$ cat src/rtl/pspin_her_gen.sv
// HER generator: interleaves NUM_MSGS messages round-robin into pspin's HER port,
// bounds in-flight packets with a credit counter and flags end-of-stream once all retire.
module pspin_her_gen #(
    parameter int          NUM_MSGS     = 4,
    parameter int          PKTS_PER_MSG = 8,
    parameter int          PKT_SIZE     = 512,
    parameter logic [31:0] BUF_BASE     = 32'h1C10_0000,
    parameter int          BUF_SLOTS    = 16,
    parameter int          MAX_INFLIGHT = 16,
    parameter int          ADDR_W       = 32,
    parameter int          SIZE_W       = 16,
    parameter int          MSGID_W      = 10
) (
    input  logic               clk_i,
    input  logic               rst_i,
    input  logic               start_i,
    output logic               her_valid_o,
    input  logic               her_ready_i,
    output logic [MSGID_W-1:0] her_msgid_o,
    output logic               her_eom_o,
    output logic [ADDR_W-1:0]  her_addr_o,
    output logic [SIZE_W-1:0]  her_size_o,
    input  logic               feedback_valid_i,
    output logic               feedback_ready_o,
    output logic               eos_o,
    output logic               busy_o,
    output logic               err_o,
    output logic [31:0]        pkts_sent_o,
    output logic [31:0]        pkts_done_o
);
    localparam int PTR_W  = (NUM_MSGS > 1) ? $clog2(NUM_MSGS) : 1;
    localparam int SLOT_W = (BUF_SLOTS > 1) ? $clog2(BUF_SLOTS) : 1;
    localparam int CNT_W  = $clog2(PKTS_PER_MSG + 1);
    localparam int CRD_W  = $clog2(MAX_INFLIGHT + 1);

    typedef enum logic [1:0] {S_IDLE, S_ISSUE, S_DRAIN, S_DONE} state_e;

    state_e             state_q;
    logic [CNT_W-1:0]   rem_q [NUM_MSGS];
    logic [CNT_W-1:0]   rem_d [NUM_MSGS];
    logic [PTR_W-1:0]   rr_q, rr_d, cur_id, cand, sel_id;
    logic [SLOT_W-1:0]  slot_q, slot_d;
    logic [CRD_W-1:0]   inflight_q, inflight_d;
    logic [31:0]        sent_q, done_q;
    logic               her_valid_q, her_eom_q, eos_q, err_q;
    logic [MSGID_W-1:0] her_msgid_q;
    logic [ADDR_W-1:0]  her_addr_q;
    logic [SIZE_W-1:0]  her_size_q;
    logic               her_hs, fb_hs, fb_ok, fb_err, sel_found, sel_eom, credit_ok;

    // Next-cycle view of counters, pointer and credits; the next descriptor is
    // selected from this view so back-to-back HERs need no bubble.
    always_comb begin
        her_hs     = her_valid_q & her_ready_i;
        fb_hs      = feedback_valid_i & (state_q != S_IDLE);
        fb_ok      = fb_hs & (inflight_q != '0);
        fb_err     = fb_hs & (inflight_q == '0);
        cur_id     = her_msgid_q[PTR_W-1:0];
        rem_d      = rem_q;
        rr_d       = rr_q;
        slot_d     = slot_q;
        inflight_d = inflight_q;
        if (her_hs) begin
            rem_d[cur_id] = rem_q[cur_id] - 1'b1;
            rr_d   = (cur_id == PTR_W'(NUM_MSGS - 1)) ? '0 : cur_id + 1'b1;
            slot_d = (slot_q == SLOT_W'(BUF_SLOTS - 1)) ? '0 : slot_q + 1'b1;
        end
        if (her_hs && !fb_ok) begin
            inflight_d = inflight_q + 1'b1;
        end else if (!her_hs && fb_ok) begin
            inflight_d = inflight_q - 1'b1;
        end
        sel_found = 1'b0;
        sel_id    = '0;
        cand      = '0;
        for (int i = 0; i < NUM_MSGS; i++) begin
            cand = PTR_W'((int'(rr_d) + i) % NUM_MSGS);
            if (!sel_found && rem_d[cand] != '0) begin
                sel_found = 1'b1;
                sel_id    = cand;
            end
        end
        sel_eom   = (rem_d[sel_id] == CNT_W'(1));
        credit_ok = (inflight_d < CRD_W'(MAX_INFLIGHT));
    end

    always_ff @(posedge clk_i or posedge rst_i) begin
        if (rst_i) begin
            state_q     <= S_IDLE;
            for (int m = 0; m < NUM_MSGS; m++) rem_q[m] <= '0;
            rr_q        <= '0;
            slot_q      <= '0;
            inflight_q  <= '0;
            sent_q      <= '0;
            done_q      <= '0;
            her_valid_q <= 1'b0;
            her_msgid_q <= '0;
            her_eom_q   <= 1'b0;
            her_addr_q  <= '0;
            her_size_q  <= '0;
            eos_q       <= 1'b0;
            err_q       <= 1'b0;
        end else begin
            for (int m = 0; m < NUM_MSGS; m++) rem_q[m] <= rem_d[m];
            rr_q       <= rr_d;
            slot_q     <= slot_d;
            inflight_q <= inflight_d;
            if (her_hs) sent_q <= sent_q + 32'd1;
            if (fb_ok)  done_q <= done_q + 32'd1;
            if (fb_err) err_q  <= 1'b1;
            // A presented descriptor is only replaced after its handshake.
            if (state_q == S_ISSUE && (!her_valid_q || her_hs)) begin
                her_valid_q <= sel_found && credit_ok;
                her_msgid_q <= MSGID_W'(sel_id);
                her_eom_q   <= sel_eom;
                her_addr_q  <= ADDR_W'(BUF_BASE) + ADDR_W'(slot_d) * ADDR_W'(PKT_SIZE);
            end
            case (state_q)
                S_IDLE, S_DONE: begin
                    if (start_i) begin
                        state_q     <= S_ISSUE;
                        for (int m = 0; m < NUM_MSGS; m++) rem_q[m] <= CNT_W'(PKTS_PER_MSG);
                        rr_q        <= '0;
                        slot_q      <= '0;
                        inflight_q  <= '0;
                        sent_q      <= '0;
                        done_q      <= '0;
                        eos_q       <= 1'b0;
                        err_q       <= 1'b0;
                        her_valid_q <= 1'b1;
                        her_msgid_q <= '0;
                        her_eom_q   <= (PKTS_PER_MSG == 1);
                        her_addr_q  <= ADDR_W'(BUF_BASE);
                        her_size_q  <= SIZE_W'(PKT_SIZE);
                    end
                end
                S_ISSUE: if (her_hs && !sel_found) state_q <= S_DRAIN;
                S_DRAIN: begin
                    if (inflight_q == '0) begin
                        state_q <= S_DONE;
                        eos_q   <= 1'b1;
                    end
                end
                default: state_q <= S_IDLE;
            endcase
        end
    end

    assign her_valid_o      = her_valid_q;
    assign her_msgid_o      = her_msgid_q;
    assign her_eom_o        = her_eom_q;
    assign her_addr_o       = her_addr_q;
    assign her_size_o       = her_size_q;
    assign feedback_ready_o = (state_q != S_IDLE);
    assign eos_o            = eos_q;
    assign busy_o           = (state_q == S_ISSUE) || (state_q == S_DRAIN);
    assign err_o            = err_q;
    assign pkts_sent_o      = sent_q;
    assign pkts_done_o      = done_q;
endmodule

$ cat config.mk
export PLATFORM = sky130hd
export DESIGN_NAME = pspin_her_gen
export DESIGN_NICKNAME = d
export VERILOG_FILES = /design/src/rtl/pspin_her_gen.sv
export SDC_FILE = /design/constraint.sdc
export NUM_CORES = 1
export LEC_CHECK = 0
export ABC_AREA = 1
export CAP_MARGIN = 20
export CORE_MARGIN = 2
export CORE_UTILIZATION = 35
export CTS_CLUSTER_DIAMETER = 40
export DETAILED_ROUTE_END_ITERATION = 7
export MAX_ROUTING_LAYER = met4
export PLACE_DENSITY_LB_ADDON = 0.25
export SYNTH_ARGS = -nofsm -noshare
export SYNTH_HDL_FRONTEND = slang
export SYNTH_SLANG_ARGS = --single-unit
export TNS_END_PERCENT = 10
$ cat constraint.sdc
create_clock -name clk_i -period 7.85 [get_ports clk_i]
set_input_delay 2.355 -clock clk_i [delete_from_list [all_inputs] [get_ports clk_i]]
set_output_delay 2.355 -clock clk_i [all_outputs]
set_load 0.02 [all_outputs]
Word level (Yosys, flattened, before mapping):

Cells that the tools add are included.

* reductions and logical operators: 31
* $lt $le $gt $ge: 8
* bitwise operators: 10
* muxes and demuxes: 72
* add/subtract/negate cells: 11
* equal/unequal tests: 9

Operator list (number)
* $mux W32: 9
* $mux W4: 17
* $add A32 B1 Y32 const B: 2
* $bmux W4 S2: 6
* $mux W16: 3
* $add A29 B13 Y30 const A: 1
* $mux W10: 3
* $mux W2: 11
* $mux W5: 4
* $ge A3 B3 Y1 const B: 6
* $not A2 Y3: 6
* $bwmux W16: 1
* $reduce_bool A4 Y1: 4
* $mux W1: 15
* $logic_and A1 B1 Y1: 9
* $demux W4 S2: 1
* $logic_not A1 Y1: 7
* $eq A2 B2 Y1 const B: 3
* $ne A2 B2 Y1 const B: 3
* $pmux W2 S3: 1
* $reduce_and A3 Y1: 2
* $add A5 B1 Y5 const B: 1
* $logic_not A5 Y1: 1
* $lt A5 B5 Y1 const B: 1
* 17 further kinds: 24

* input bits: 5
* output and inout bits: 128
* register bits after elaboration: 140

Depth between registers and ports, before layout:

Gate-level depths: netlist of run 1.

* depth in word-level cells: 29
* mapped depth: 23

Worst setup path after synthesis of run 1:

Ideal clock, no wire load.

* kind: input to register
* start point: input port her_ready_i
* end point: register state_q[0]
* arrival time: 3.908 ns
* data required time: 7.729 ns
* library setup time: 0.121 ns
* stages: 15
* slack: 3.821 ns
* cells stage by stage: nand3_1 clkinv_2 or2_2 nand3_1 nand4_1 nor2_1 nand3_1 nand2_2 nand3_2 inv_2 nand2_4 o21ai_2 nand2_2 nand2_1 o21ai_1

* cells in the longest elaborated chain, start to end: 21
* elaborated cells on any way between the ends: 40
* those cells by class: 3 x add/sub; 1 x eq/ne; 18 x mux; 5 x bitwise; 13 x reduce/logical

RTL lines
* start, declared: RTL line 18 `input logic her_ready_i,`
* $and A1 B1 Y1 *: RTL line 54 `her_hs = her_valid_q & her_ready_i;`
* parallel branches: the longest is 17 deep, another holds $add A2 B1 Y2
* $logic_and A1 B1 Y1 *: RTL line 137 `S_ISSUE: if (her_hs && !sel_found) state_q <= S_DRAIN;`
* $ne A2 B2 Y1 (no source line) *
* $reduce_and A3 Y1 (no source line) *
* end signal, assigned: RTL line 137
* end signal, assigned: RTL line 140 `state_q <= S_DONE;`
* end signal, assigned: RTL line 144 `default: state_q <= S_IDLE;`
* end, declared: RTL line 38 `state_e state_q;`

Every way passes the cells marked *. The select of a mux whose other input is x is not followed.
A chain may end at the register's enable or synchronous reset.

Worst setup path in the final report of run 1:

* start point: input port her_ready_i
* end point: register her_eom_q (netlist: her_eom_o)

* cells in the longest elaborated chain, start to end: 25
* elaborated cells on any way between the ends: 49
* those cells by class: 3 x add/sub; 1 x eq/ne; 27 x mux; 6 x bitwise; 12 x reduce/logical

RTL lines
* $and A1 B1 Y1 *: RTL line 54
* parallel branches: the longest is 21 deep, another holds $add A2 B1 Y2
* $mux W1 *: RTL line 112 `if (state_q == S_ISSUE && (!her_valid_q || her_hs)) begin`
* $mux W1: RTL line 120 `if (start_i) begin`
* $mux W1 *: RTL line 118 `case (state_q)`
* end signal, assigned: RTL line 115 `her_eom_q <= sel_eom;`
* end signal, assigned: RTL line 132 `her_eom_q <= (PKTS_PER_MSG == 1);`
* end, declared: RTL line 45 `logic her_valid_q, her_eom_q, eos_q, err_q;`

Marked as above.

==> results.py, run 1 <==
metrics = {
    "status": {
        "outcome": "finished clean",
    },
    "timing": {
        "max_freq_ghz": 0.205,
        "layout_min_cycle_time_ps": 4870,
        "finalSetupTns_ps": 0,
        "slew_headroom": 0.440,
        "worst_pin_slew_ps": 841,
        "finClkSkew_ps": 20.2,
        "final_hold_viol_count": 0,
        "setup_viol": 0,
        "period_share": 0.621,
        "maxSlewViolCount": 0,
        "rsz0062_at_grt": "false",
    },
    "cts": {
        "postCtsSetupBuffers": 0,
        "cts.clk_slew.worst_paths_ps": 60,
        "clock_latency_ps": 430,
        "numCtsBuffers": 17,
        "cts-resized-gates": 0,
        "htreeDepth": 4,
        "cts_buffer_depth": 2,
        "cts_sinks": 140,
        "cts_hold_buffers": 0,
        "cts_tree": "done",
        "cts-root-buf": "clkbuf_16",
    },
    "detailed_routing": {
        "drtIter0Drc": 437,
        "viasPerCell": 4.91,
        "wl_met2_um": 8910,
        "route.met3.wl_um": 1010,
        "drc": 0,
        "m1WireLength_um": 9270,
        "ant_nets": 0,
        "vias": 6645,
        "wl_per_cell_um": 14.5,
        "drt_wl_total_um": 19600,
        "highest_layer": "met4",
        "firstDrtPassIters": 7,
    },
    "floorplan": {
        "rows": 53,
        "die_x_um": 151,
        "io_pins": 133,
        "dieHeight_um": 151,
        "coreArea_um2": 21100,
        "start_util": 0.357,
        "fp.dieArea_um2": 22700,
    },
    "placement": {
        "port-buffer-count": 117,
        "dp_hpwl_um": 13600,
        "gp_congestion": 0.851,
    },
    "synth": {
        "synth_edf_count": 0,
        "ys_async_sr_fraction": 1.00,
        "syn_inst": 951,
        "synthesis.area_um2": 7530,
        "ys_seq_area_frac": 0.465,
        "yosys_warnings": 0,
        "synth_area_per_cell_um2": 7.92,
        "synth.distinct_cells": 47,
        "synth_top_flop_cell": "dfrtp_1",
        "ys_ff_latch": 140,
    },
    "layout": {
        "final_cell_mix": "198 x nand2_1, 144 x nor2_1, 140 x dfrtp_1",
        "fin_util": 0.452,
        "final_common_cell": "nand2_1",
        "layout.nets": 1085,
        "fillers": 2130,
        "area_delta_synth_final_pct": 26.6,
        "num_antenna_cells": 0,
        "drive_gt1_frac": 0.0862,
    },
    "power_and_ir_drop": {
        "cellLeakagePower_nw": 4.34,
        "power.density_nw_per_um2": 321,
        "max-vdd-ir-drop_uv": 207,
    },
    "setup_path": {
        "cp-start-kind": "input port",
        "path_max_fanout": 19,
        "worstPathArrival_ps": 5170,
        "critPathKind": "input port to register",
        "crit_required_ps": 8150,
        "end_kind": "register",
    },
    "grt": {
        "antenna_found_initial": 0,
        "grt_first_pass_wirelength_um": 32200,
        "globalRouteOverflowTotal": 0,
        "grt_start_max_net_pins": 93,
        "grtUsageTotal": 0.185,
        "grt_pass1_vias": 6310,
    },
    "flow_run": {
        "drv_cap": 0,
    },
    "hold_path": {
        "hp-class": "register to register",
    },
}
-- report_power, final --
group	internal (mW)	switching (mW)	leakage (nW)
logic	0.414	0.872	2.18
clock network	0.506	0.337	0.297
registers	0.824	0.103	1.86
total	1.74	1.31	4.34
-- cell usage after synthesis (2+ instances only) --
library cell,n,area (um^2)
nor3b_1,2,15.0
o21ai_0,31,155
nor2_4,2,22.5
nand2_4,2,22.5
nand2_2,9,56.3
xor2_1,18,158
nand4_1,23,144
nor2_1,145,544
dfrtp_1,140,3500
inv_1,90,338
a211oi_1,2,15.0
a21oi_1,38,190
buf_4,18,135
clkbuf_1,19,71.3
o21ai_4,3,48.8
o21ai_1,7,35.0
nor3_1,19,95.1
nand3_1,89,445
a31oi_1,7,43.8
nand2_1,198,743
o21a_1,3,22.5
xnor2_1,10,87.6
ha_1,14,175
nor2_2,2,12.5
inv_2,8,30.0
nand4_2,2,25.0
nand3_2,6,60.1
o211ai_1,3,22.5
nor4_1,11,68.8
nor4_4,2,42.5
or2_2,12,75.1
-- path summary, 6_finish.rpt --
path | from | depth (start not counted) | slack [ps] | endpoint
setup reg to reg | her_msgid_o[0]$_DFF_PP0_ | 22 | 4510 | her_eom_o$_DFF_PP0_
min in group asynchronous | rst_i | 2 | 2480 | her_addr_o[2]$_DFF_PP0_
hold reg to reg | her_addr_o[20]$_DFF_PP0_ | 2 | 460 | her_addr_o[20]$_DFF_PP0_
setup / recovery | her_ready_i | 17 | 2980 | her_eom_o$_DFF_PP0_
max in group asynchronous | rst_i | 3 | 4190 | pkts_done_o[4]$_DFF_PP0_
hold / removal | her_addr_o[20]$_DFF_PP0_ | 2 | 460 | her_addr_o[20]$_DFF_PP0_
-- worst max-delay path: stages --
cell and delay [ps]:
clkdlybuf4s50_1 560, nand2_4 300, clkinv_4 170, o21ai_4 470, nand2_1 130, nand2_2 110
nand4_1 100, nor2_1 100, nand3_1 90, nand2_1 140, nand3_2 120, nand2_1 80
nand2_1 80, nand3_2 110, nand3_1 70, nand3_1 100, a21oi_1 60
-- layer usage --
metal	vias up	global-route usage
met1	3130	0.243
met3	31	0.0415
met5	-	-
li1	3306	-
met4	0	0.0673
met2	178	0.282
-- metrics by stage --
stage / setup WS [ps] / instance area [um^2] / power (mW) / cells / hold WS, ps
finish: 2980 / 9530 / 3.06 / 1354 / 464
floorplan: 1740 / 7580 / 1.87 / 965 / 484
detailed placement: 2570 / 8920 / 2.23 / 1322 / 453
global placement: 2650 / 8920 / 2.22 / 1322 / 447
global route: 2750 / 9530 / 3.29 / 1354 / 490
CTS: 3020 / 9530 / 3.09 / 1354 / 469
-- sequential cells by signal, indices dropped and copies added (netlist names), 2 cells and up --
signal	cells
rr_q	2
rem_q	16
her_addr_o	32
pkts_sent_o	32
pkts_done_o	32
slot_q	4
inflight_q	5
her_msgid_o	10
state_q	2
-- cells by family (layout without fill, tap and decap cells) --
group	count (synthesis)	count (layout)	synth area share
other cells	1	15	0.000498
mux	1	1	0.00133
fa+ha+maj	14	14	0.0233
simple gates	528	528	0.320
flops	140	140	0.465
xor+xnor	28	28	0.0326
buf+inv	141	255	0.0817
compound gates	98	98	0.0756
-- area by class of cell --
cell class                      instances  area, um^2  share of cell area
Clock buffer                           17         425              0.0446
Clock inverter                         15         188              0.0197
Inverter                              102         399              0.0419
Multi-Input combinational cell        684        3470               0.364
Sequential cell                       140        3500               0.368
Tap cell                              275         344              0.0361
Timing Repair Buffer                  121        1200               0.126
(Power assumes the default switching activity.)
==> run 2: changes to the inputs <==
Clock period 7.85 ns to 4.6 ns, I/O delays scaled along.
==> results.py, run 2 (same netlist as run 1, synthesis figures left out) <==
metrics = {
    "status": {
        "outcome": "finished clean",
    },
    "floorplan": {
        "io_pins": 133,
        "die_x_um": 151,
        "dieHeight_um": 151,
        "fp.dieArea_um2": 22700,
        "start_util": 0.357,
        "rows": 53,
        "coreArea_um2": 21100,
    },
    "setup_path": {
        "end_kind": "register",
        "crit_chain": "clkdlybuf4s50_1, nand2_4, clkinv_4, o21ai_4, nand2_1, nand2_2, nand4_1, nor2_1, nand3_1, nand2_1, nand3_2, inv_2, nand2_4, o21ai_2, nand2_2, nand2_1, o21ai_1",
        "worstPathArrival_ps": 4050,
        "critPathKind": "input port to register",
        "cp-start-kind": "input port",
        "crit_path_top_delay_cell": "clkdlybuf4s50_1",
        "crit_top_cell": "nand2_1",
        "path_max_fanout": 19,
        "crit_required_ps": 4900,
        "slowest_delay_ps": 480,
    },
    "detailed_routing": {
        "drc": 0,
        "viasPerCell": 4.88,
        "drtIter0Drc": 362,
        "drt_wl_total_um": 19600,
        "firstDrtPassIters": 5,
        "vias": 6645,
        "ant_nets": 0,
        "wl_per_cell_um": 14.4,
    },
    "cts": {
        "clock_latency_ps": 420,
        "cts.clk_slew.worst_paths_ps": 60,
        "cts_tree": "done",
        "htreeDepth": 4,
        "cts_sinks": 140,
        "postCtsSetupBuffers": 0,
        "cts-root-buf": "clkbuf_16",
        "cts-resized-gates": 0,
        "cts_hold_buffers": 0,
        "numCtsBuffers": 17,
        "cts_buffer_depth": 2,
    },
    "placement": {
        "dp_hpwl_um": 13900,
        "port-buffer-count": 117,
        "gp_congestion": 0.866,
    },
    "power_and_ir_drop": {
        "switching_share": 0.431,
        "cellLeakagePower_nw": 4.36,
        "p_comb_frac": 0.428,
        "p_clk_frac": 0.269,
        "max-vdd-ir-drop_uv": 288,
        "internal_power_mw": 2.97,
        "p_switching_mw": 2.25,
        "p_seq_frac": 0.302,
        "power.density_nw_per_um2": 544,
    },
    "grt": {
        "globalRouteOverflowTotal": 0,
        "grt_start_max_net_pins": 62,
        "antenna_found_initial": 0,
        "grt_first_pass_wirelength_um": 32100,
        "grt_pass1_vias": 6248,
        "grtUsageTotal": 0.183,
    },
    "timing": {
        "setup_viol": 0,
        "finClkSkew_ps": 10.2,
        "rsz0062_at_grt": "false",
        "finalSetupTns_ps": 0,
        "period_share": 0.816,
        "layout_min_cycle_time_ps": 3750,
        "slew_headroom": 0.487,
        "max_freq_ghz": 0.266,
        "maxSlewViolCount": 0,
        "worst_pin_slew_ps": 768,
        "final_hold_viol_count": 0,
    },
    "layout": {
        "drive_gt1_frac": 0.0921,
        "fin_util": 0.455,
        "layout.nets": 1092,
        "area_delta_synth_final_pct": 27.4,
        "final_cell_mix": "198 x nand2_1, 144 x nor2_1, 140 x dfrtp_1",
        "num_antenna_cells": 0,
        "fillers": 2142,
        "final_common_cell": "nand2_1",
    },
    "hold_path": {
        "hp-class": "register to register",
    },
    "flow_run": {
        "drv_cap": 0,
    },
}
## run 2: power by group through the flow
stage | logic, mW | registers, mW | clock network (mW)
after detailed placement | 2.23 | 1.60 | 0
after global routing | 2.51 | 1.60 | 1.50
after global placement | 2.23 | 1.60 | 0
after CTS | 2.24 | 1.58 | 1.44
final | 2.24 | 1.58 | 1.41
after floorplan | 1.58 | 1.62 | 0
## run 2: path summary, 6_finish.rpt
check | startpoint | end | slack, ps | depth (start not counted)
setup reg to reg | her_msgid_o[0]$_DFF_PP0_ | state_q[1]$_DFFE_PP0P_ | 1350 | 21
setup / recovery | her_ready_i | state_q[1]$_DFFE_PP0P_ | 850 | 17
max in group asynchronous | rst_i | inflight_q[3]$_DFF_PP0_ | 2500 | 3
hold / removal | her_addr_o[28]$_DFF_PP0_ | her_addr_o[28]$_DFF_PP0_ | 460 | 2
min in group asynchronous | rst_i | her_addr_o[3]$_DFF_PP0_ | 1390 | 2
hold reg to reg | her_addr_o[28]$_DFF_PP0_ | her_addr_o[28]$_DFF_PP0_ | 460 | 2
## run 2: area by class of cell
cell class,instances,area (um^2),area share
inverter,102,398,0.0415
sequential,140,3500,0.365
tap,275,344,0.0359
multi-input combinational,684,3470,0.362
timing repair buffer,128,1280,0.133
clock inverter,14,161,0.0168
clock buffer,18,439,0.0458
## run 2: critical path: cells and delay by family
| family | cells | cell delay (ps) |
|---|---|---|
| AND/OR/NAND/NOR | 11 | 1260 |
| AO/OA/AOI/OAI | 3 | 640 |
| buffers and inverters | 3 | 740 |
## run 2: per-layer routing
metal	track usage	routed length [um]	vias up
met5	-	0	-
met4	0.0458	188	0
met3	0.0379	745	14
met2	0.280	9140	140
met1	0.249	9510	3184
li1	-	-	3307
## run 2: metrics by stage
stage | total power, mW | area, um^2 | instances | hold slack, ps | worst slack (ps)
detailed placement | 3.84 | 9000 | 1329 | 455 | 427
global placement | 3.82 | 9000 | 1329 | 446 | 502
CTS | 5.26 | 9600 | 1361 | 469 | 873
global route | 5.61 | 9600 | 1361 | 500 | 567
finish | 5.22 | 9600 | 1361 | 464 | 847
floorplan | 3.19 | 7590 | 965 | 484 | 1470
==> run 3: changes to the inputs <==
Clock period 4.6 ns to 3.1 ns, I/O delays scaled along.
==> results.py, run 3 (same netlist as run 1, synthesis figures left out) <==
metrics = {
    "status": {
        "outcome": "finished clean",
    },
    "layout": {
        "stdcell_count": 1436,
        "fillers": 2098,
        "final_common_cell": "nand2_1",
        "num_antenna_cells": 0,
        "area_delta_synth_final_pct": 36.3,
        "layout.nets": 1167,
        "drive_gt1_frac": 0.158,
        "final_cell_mix": "197 x nand2_1, 144 x nor2_1, 139 x dfrtp_1",
    },
    "cts": {
        "cts-root-buf": "clkbuf_16",
        "cts.clk_slew.worst_paths_ps": 60,
        "cts_tree": "done",
        "cts_sinks": 140,
        "clock_latency_ps": 420,
        "htreeDepth": 4,
        "numCtsBuffers": 17,
        "cts_buffer_depth": 2,
    },
    "power_and_ir_drop": {
        "power.density_nw_per_um2": 824,
        "max-vdd-ir-drop_uv": 436,
        "cellLeakagePower_nw": 4.77,
        "power.total_mw": 8.46,
    },
    "setup_path": {
        "crit_chain": "buf_4, ha_1, inv_1, nand2_1, nand2_2, o21ai_4, buf_4, buf_4, nand3_1, nand4_1, nor2_1, nand3_1, nand2_2, nand3_2, inv_2, nand2_4, o21ai_2, nand2_2, nand2_1, o21ai_1",
        "r2r_end": "state_q[1]$_DFFE_PP0P_",
        "end_kind": "register",
        "crit_required_ps": 3410,
        "worstPathArrival_ps": 3250,
        "critPathKind": "register to register",
        "slowest_delay_ps": 480,
        "crit_path_top_delay_cell": "dfrtp_1",
        "reg2reg_from": "her_msgid_o[1]$_DFF_PP0_",
        "cp-start-kind": "register",
        "path_max_fanout": 5,
        "regToRegSetupSlack_ps": 160,
        "reg2regPathDepth": 20,
    },
    "timing": {
        "final_hold_viol_count": 0,
        "period_share": 0.950,
        "layout_min_cycle_time_ps": 2940,
        "rsz0062_at_grt": "false",
        "setup_viol": 0,
        "finClkSkew_ps": 12.2,
        "maxSlewViolCount": 0,
        "finalSetupTns_ps": 0,
        "max_freq_ghz": 0.340,
    },
    "grt": {
        "use_met1": 0.258,
        "grt_util_met3": 0.0391,
        "grtUsageTotal": 0.191,
        "grt_first_pass_wirelength_um": 33500,
        "grt_start_max_net_pins": 62,
        "antenna_found_initial": 0,
        "grt_pass1_vias": 6550,
        "grt.met2_usage": 0.293,
        "globalRouteOverflowTotal": 0,
        "busiest_layer": "met2",
    },
    "hold_path": {
        "holdPathEnd": "her_addr_o[28]$_DFF_PP0_",
        "hp-start": "her_addr_o[28]$_DFF_PP0_",
        "min_path_cells": 2,
        "hp-class": "register to register",
    },
    "detailed_routing": {
        "viasPerCell": 4.84,
        "wl_per_cell_um": 14.4,
        "drc": 0,
        "vias": 6954,
        "ant_nets": 0,
        "drtIter0Drc": 369,
        "drt_wl_total_um": 20700,
        "firstDrtPassIters": 6,
    },
    "floorplan": {
        "rows": 53,
        "dieHeight_um": 151,
        "die_x_um": 151,
        "fp.dieArea_um2": 22700,
        "io_pins": 133,
        "coreArea_um2": 21100,
        "start_util": 0.357,
    },
    "flow_run": {
        "drv_cap": 0,
    },
    "placement": {
        "dp_hpwl_um": 15000,
        "gp_congestion": 0.890,
        "placedCellCount": 1402,
        "port-buffer-count": 117,
    },
}
==> run 3: cell types whose count changed in the layout (fill, tap and decap cells not counted), moves of 2 or more <==
cell	delta
o21ai_1	-3
buf_4	+70
nand3_1	-4
clkinvlp_4	-4
buf_12	+5
nand3_2	+4
clkinv_4	+2
o21ai_2	+3
==> run 3: final cells by class <==
class	count	area (um^2)	share of cell area
Inverter	102	398	0.0388
Clock inverter	13	154	0.0150
Tap cell	275	344	0.0335
Sequential cell	140	3500	0.341
Clock buffer	19	453	0.0441
Multi-Input combinational cell	684	3510	0.341
Timing Repair Buffer	203	1910	0.186
==> run 3: through the flow <==
stage                      util  hold slack, ps  area, um^2  worst slack, ps
after global routing      0.487             481       10300             4.54
after CTS                 0.484             470       10200             37.6
after global placement    0.456             446        9610             -308
final                     0.487             464       10300              155
after floorplan               -             484        7590              355
after detailed placement  0.456             455        9610             -343
==> run 3: repair_timing <==
action | 4_1_cts | 5_1_grt
setup buffers | 0 | 2
endpoints found under the setup margin | 0 | 6
gates resized for setup | 0 | 12
hold buffers | 0 | 0
==> run 3: worst max-delay path: cells and delay by family, from the launching register on <==
kind	cells	cell delay, ps
flops	1	480
simple gates	11	1170
fa+ha+maj	1	210
compound gates	3	270
buf+inv	5	690
==> run 3: routing by layer <==
metal / share of wire / vias up
met2: 0.47 / 166
li1: - / 3469
met1: 0.47 / 3296
met4: 0.015 / 0
met3: 0.045 / 23
met5: 0 / -
==> run 3: power breakdown <==
group / total (mW) / internal (mW) / switching (mW)
sequential: 2.34 / 2.09 / 0.251
combinational: 4.02 / 1.58 / 2.44
clock: 2.09 / 1.25 / 0.846
total: 8.46 / 4.92 / 3.54
==> run 3: worst max path at each step <==
stage	to	slack, ps	cells after the start	start
2_1_floorplan	state_q[0]$_DFFE_PP0P_	360	23	her_msgid_o[0]$_DFF_PP0_
3_3_place_gp	state_q[1]$_DFFE_PP0P_	-310	17	her_ready_i
3_5_place_dp	state_q[0]$_DFFE_PP0P_	-340	19	her_ready_i
4_1_cts	state_q[0]$_DFFE_PP0P_	40	22	her_msgid_o[0]$_DFF_PP0_
5_1_grt	state_q[1]$_DFFE_PP0P_	5	22	her_msgid_o[0]$_DFF_PP0_
6_report	state_q[1]$_DFFE_PP0P_	160	20	her_msgid_o[1]$_DFF_PP0_
